### src/rtl/rgb2gray_pipe.sv
// rtl/rgb2gray_pipe.sv - stallable 3-stage RGB-to-grayscale converter with frame sideband
//
// Purpose: weighted sum of R/G/B with a per-pixel selectable coefficient set,
// rounded, scaled back to DATA_W bits and saturated. A single global enable
// stalls the whole pipeline when the output is held.
//
// Ports:
//   clk, rst_n              clock (rising edge), asynchronous active-low reset
//   mode[1:0]               00 BT.601, 01 BT.709, 10 average, 11 green passthrough
//   din_valid / din_ready   input handshake
//   din_sof, din_eol        input frame sideband
//   r_data, g_data, b_data  input colour channels (DATA_W each)
//   dout_valid / dout_ready output handshake
//   dout_sof, dout_eol      output frame sideband, qualified by dout_valid
//   gray_data               gray result (DATA_W)

module rgb2gray_pipe #(
  parameter int DATA_W = 8,
  parameter int COEF_W = 8
) (
  input  logic              clk,
  input  logic              rst_n,
  input  logic [1:0]        mode,
  input  logic              din_valid,
  output logic              din_ready,
  input  logic              din_sof,
  input  logic              din_eol,
  input  logic [DATA_W-1:0] r_data,
  input  logic [DATA_W-1:0] g_data,
  input  logic [DATA_W-1:0] b_data,
  output logic              dout_valid,
  input  logic              dout_ready,
  output logic              dout_sof,
  output logic              dout_eol,
  output logic [DATA_W-1:0] gray_data
);

  localparam int PW = DATA_W + COEF_W;   // product width
  localparam int SW = PW + 2;            // sum width
  localparam int CW = COEF_W + 1;        // coefficient width, holds 256 << (COEF_W-8)
  localparam int SH = COEF_W - 8;

  localparam logic [SW-1:0]     RND     = SW'(1) << (COEF_W - 1);
  localparam logic [DATA_W-1:0] GRAY_MX = '1;

  // Base coefficients are at 8 fractional bits; scale them to COEF_W.
  function automatic logic [CW-1:0] scale(input logic [8:0] base);
    return CW'(base) << SH;
  endfunction

  logic            ce;
  logic [CW-1:0]   coef_r, coef_g, coef_b;
  logic [PW-1:0]   prod_r, prod_g, prod_b;

  logic            s1_valid, s1_sof, s1_eol;
  logic [PW-1:0]   s1_pr, s1_pg, s1_pb;
  logic            s2_valid, s2_sof, s2_eol;
  logic [SW-1:0]   s2_sum;
  logic [SW-1:0]   shifted;
  logic [DATA_W-1:0] gray_sat;

  // The whole pipeline moves together; a held output freezes every stage.
  assign ce        = ~dout_valid | dout_ready;
  assign din_ready = ce;

  // Mode is consumed at the input: the coefficients it selects are folded into
  // the stage-1 products, so each pixel carries its own mode's result forward
  // and a mode change only affects pixels accepted afterwards.
  // Passthrough uses (0, 1.0, 0), which after rounding and shifting yields g_data exactly.
  always_comb begin
    coef_r = scale(9'd77);
    coef_g = scale(9'd150);
    coef_b = scale(9'd29);
    case (mode)
      2'b01: begin
        coef_r = scale(9'd54);
        coef_g = scale(9'd183);
        coef_b = scale(9'd19);
      end
      2'b10: begin
        coef_r = scale(9'd85);
        coef_g = scale(9'd86);
        coef_b = scale(9'd85);
      end
      2'b11: begin
        coef_r = '0;
        coef_g = scale(9'd256);
        coef_b = '0;
      end
      default: ;
    endcase
  end

  assign prod_r = PW'(r_data) * PW'(coef_r);
  assign prod_g = PW'(g_data) * PW'(coef_g);
  assign prod_b = PW'(b_data) * PW'(coef_b);

  assign shifted  = s2_sum >> COEF_W;
  assign gray_sat = (shifted > SW'(GRAY_MX)) ? GRAY_MX : shifted[DATA_W-1:0];

  always_ff @(posedge clk or negedge rst_n) begin
    if (!rst_n) begin
      s1_valid   <= 1'b0;
      s1_sof     <= 1'b0;
      s1_eol     <= 1'b0;
      s1_pr      <= '0;
      s1_pg      <= '0;
      s1_pb      <= '0;
      s2_valid   <= 1'b0;
      s2_sof     <= 1'b0;
      s2_eol     <= 1'b0;
      s2_sum     <= '0;
      dout_valid <= 1'b0;
      dout_sof   <= 1'b0;
      dout_eol   <= 1'b0;
      gray_data  <= '0;
    end else if (ce) begin
      // Stage 1: products
      s1_valid   <= din_valid;
      s1_sof     <= din_sof;
      s1_eol     <= din_eol;
      s1_pr      <= prod_r;
      s1_pg      <= prod_g;
      s1_pb      <= prod_b;
      // Stage 2: sum with round-half-up constant
      s2_valid   <= s1_valid;
      s2_sof     <= s1_sof;
      s2_eol     <= s1_eol;
      s2_sum     <= SW'(s1_pr) + SW'(s1_pg) + SW'(s1_pb) + RND;
      // Stage 3: scale back and saturate
      dout_valid <= s2_valid;
      dout_sof   <= s2_sof;
      dout_eol   <= s2_eol;
      gray_data  <= gray_sat;
    end
  end

endmodule

### config.mk
export PLATFORM = sky130hd
export DESIGN_NAME = rgb2gray_pipe
export DESIGN_NICKNAME = d
export VERILOG_FILES = /design/src/rtl/rgb2gray_pipe.sv
export SDC_FILE = /design/constraint.sdc
export NUM_CORES = 1
export LEC_CHECK = 0
export ABC_AREA = 1
export ABC_CLOCK_PERIOD_IN_PS = 2300
export BUFFER_PORTS_ARGS = -buffer_cell sky130_fd_sc_hd__buf_4
export CAP_MARGIN = 20
export CORE_MARGIN = 3
export CORE_UTILIZATION = 40
export DETAILED_ROUTE_END_ITERATION = 10
export PLACE_DENSITY = 0.65
export SLEW_MARGIN = 10
export SYNTH_ARGS = -nofsm -noshare
export SYNTH_HDL_FRONTEND = slang
export SYNTH_SLANG_ARGS = --single-unit
export TNS_END_PERCENT = 10
### constraint.sdc
create_clock -name clk -period 2.3 [get_ports clk]
set_clock_uncertainty 0.15 [all_clocks]
set_input_delay 0.115 -clock clk [delete_from_list [all_inputs] [get_ports clk]]
set_output_delay 0.115 -clock clk [all_outputs]
set_load 0.01 [all_outputs]
==> impl_metrics.env <==
export IMPL_synth_flop_cell="dfrtp_1"
export IMPL_fin_ws_ns=-1.413
export IMPL_layout_min_cycle_time_ns=3.713
export IMPL_die_y_microns=165.1
export IMPL_syn_to_final_growth_pct=35.43
export IMPL_layout_drive_gt1_share=0.2811
export IMPL_top_layer="met4"
export IMPL_violations="negative setup slack"
export IMPL_drt_met1_wl_microns=12110
export IMPL_crit_type="in2reg"
export IMPL_tritoncts="built"
export IMPL_end_kind="flip-flop"
export IMPL_hold_violations=0
export IMPL_grt_pass1_vias=8844
export IMPL_hold_class="in2async"
export IMPL_crit_start="mode[1]"
export IMPL_vdd_drop_max_v=0.001087
export IMPL_numCtsBuffers=9
export IMPL_root_buffer="clkbuf_16"
export IMPL_wl_met3_microns=488
export IMPL_synthArstFlopShare=1.000
export IMPL_place_area_sq_um=12400
export IMPL_fin_crit_sh=1.614
export IMPL_io_pins=44
export IMPL_clockBufferDepth=2
export IMPL_grt_usage=0.1857
export IMPL_nNetsFinal=1872
export IMPL_relSlewSlack=0.7676
export IMPL_overflow=0
export IMPL_antenna_found_initial=0
export IMPL_reg2reg_from="s1_pr[5]"
export IMPL_setup_violations=49
export IMPL_wl_met2_microns=11660
export IMPL_p_leak_nw=7.711
export IMPL_ys_warn_count=0
export IMPL_post_place_ws_ns=-1.908
export IMPL_syn_area_per_cell_sq_um=7.458
export IMPL_dp_cells=1885
export IMPL_cts_sinks=75
export IMPL_fin_area_sq_um=13710
export IMPL_route_detailed_drc=0
export IMPL_dieWidth_microns=165.1
export IMPL_max_slew_worst_pin_slew_ns=0.3485
export IMPL_rows=57
export IMPL_clkTransAtPathRegs_ns=0.06
export IMPL_routedWlPerCell_microns=12.78
export IMPL_clock_latency_ns=0.33
export IMPL_clock_fmax_ghz=0.2694
export IMPL_totalNegativeSetupSlack_ns=-47.18
export IMPL_grt_max_degree=80
export IMPL_cts_htree_levels=3
export IMPL_antennaDiodeCount=0
export IMPL_synthesis_area_sq_um=10120
export IMPL_synth_net_count=1640
export IMPL_synth_cell_types=33
export IMPL_port_buffers=43
export IMPL_cp_start_kind="input port"
export IMPL_drt_iter0_markers=370
export IMPL_grt_pass1_wl_microns=41510
export IMPL_stdcell_count=1918
export IMPL_hpwl_microns=19820
export IMPL_vias=8858
export IMPL_synth_edf_count=0
export IMPL_core_area_sq_um=24600
export IMPL_status="complete, but fails checks"
export IMPL_avgViaCountPerCell=4.618
export IMPL_final_cell_mix="nand2_1 (349), inv_1 (279), buf_4 (227)"
export IMPL_synth_seq_cells=75
export IMPL_crit_fanout=8
export IMPL_rsz0062_at_grt="yes"
export IMPL_drt_antenna_violating_nets=0
export IMPL_power_density_nw_per_um2=1349
export IMPL_die_area_sq_um=27250
export IMPL_final_common_cell="nand2_1"
export IMPL_drv_cap=0
export IMPL_gp_congestion=0.8779
export IMPL_crit_arrival_ns=3.79
export IMPL_maxSlewViolCount=0
export IMPL_seq_area_frac_synth=0.1854
export IMPL_cp_required_ns=2.38
export IMPL_initial_utilization=0.4113
export IMPL_netlist_instances=1357
export IMPL_first_pass_iters=4
export IMPL_wl_microns=24520
[power breakdown]
part	leakage, nW	internal (mW)	switching, mW
logic	6.66	7.00	7.85
registers	0.914	1.92	0.447
clock network	0.133	0.758	0.525
[state kept, by name, indices dropped and copies added, names as in the netlist]
| signal | flops |
|---|---|
| s2_sof | 1 |
| s1_valid | 1 |
| s2_valid | 1 |
| s2_eol | 1 |
| s1_pb | 16 |
| gray_data | 8 |
| dout_sof | 1 |
| s2_sum | 10 |
| s1_sof | 1 |
| dout_valid | 1 |
| s1_pr | 16 |
| s1_eol | 1 |
| dout_eol | 1 |
| s1_pg | 16 |
[logic make-up (layout without fill, tap and decap cells)]
| kind of cell | after synthesis | count (layout) | share of synthesized area |
|---|---|---|---|
| compound gates | 99 | 99 | 0.05304 |
| xor+xnor | 23 | 23 | 0.01990 |
| fa+ha+maj | 251 | 251 | 0.3830 |
| buf+inv | 331 | 568 | 0.1240 |
| flops | 75 | 75 | 0.1854 |
| simple gates | 578 | 578 | 0.2346 |
[final cells by class]
type                            count  area, sq um
Sequential cell                    75         1877
Tap cell                          324        405.4
Fill cell                        2314        10900
Multi-Input combinational cell    951         7984
Clock buffer                       12        246.5
Timing Repair Buffer              249         2017
Inverter                          303         1151
Clock inverter                      4        26.28
[path summary, 6_finish.rpt]
check                               endpoint  slack (ns)  cells after the start
worst max-delay path               s1_pb[11]       -1.41                     25
worst min-delay path            gray_data[1]        0.09                      2
worst max register to register    s2_sum[15]       -0.33                     12
worst min register to register    dout_valid        0.31                      2
max in group asynchronous          s1_pg[13]        1.33                      3
min in group clk                    s1_valid        0.12                      5
[cells in the mapped netlist (all sizes together) (7+ instances only)]
cell type    n  area share
a21oi       39       0.021
buf         12      0.0057
clkbuf      16      0.0059
dfrtp       75        0.19
fa          98        0.19
ha         153        0.19
inv        303        0.11
nand2      397        0.15
nand3       70       0.036
nand4        9      0.0056
nor2        89       0.034
nor3         7      0.0054
o21ai       51       0.026
o21bai       7      0.0052
xnor2       20       0.017
[repair_timing]
action,CTS,global route
endpoints found under the setup margin,49,49
gates cloned,0,0
resized for setup,119,64
endpoints found under the hold margin,78,0
setup buffers,8,5
pin swaps,64,32
hold buffers,4,0
[per-stage QoR]
stage / hold slack (ns) / total power, mW / util
2_1_floorplan: -0.3306 / 10.11 / -
3_3_place_gp: -0.09975 / 13.96 / 0.5041
3_5_place_dp: -0.09814 / 14.20 / 0.5041
4_1_cts: 0.09025 / 17.54 / 0.5420
5_1_grt: 0.1272 / 20.45 / 0.5571
6_report: 0.08665 / 18.49 / 0.5571
[worst max-delay path, stage by stage]
cell and delay (ns):
buf_12 0.09, inv_8 0.03, ha_4 0.17, buf_12 0.14, buf_6 0.11, nand2_2 0.06
inv_2 0.04, fa_1 0.47, inv_1 0.05, fa_1 0.47, inv_1 0.04, fa_1 0.49
inv_2 0.04, fa_1 0.49, inv_2 0.05, ha_4 0.30, nand2_4 0.08, nor2_4 0.13
nand2_2 0.06, nand2_2 0.08, nand2_2 0.06, nand2_2 0.08, nand2_2 0.05, nand3_2 0.04
nand2_1 0.05
[layer usage]
layer / GRT usage / vias up
met1: 0.2626 / 4160
met3: 0.01671 / 19
li1: - / 4577
met4: 0.03393 / 0
met2: 0.3138 / 102
met5: 0 / -
Note: power is estimated with default switching activity, not from simulation.
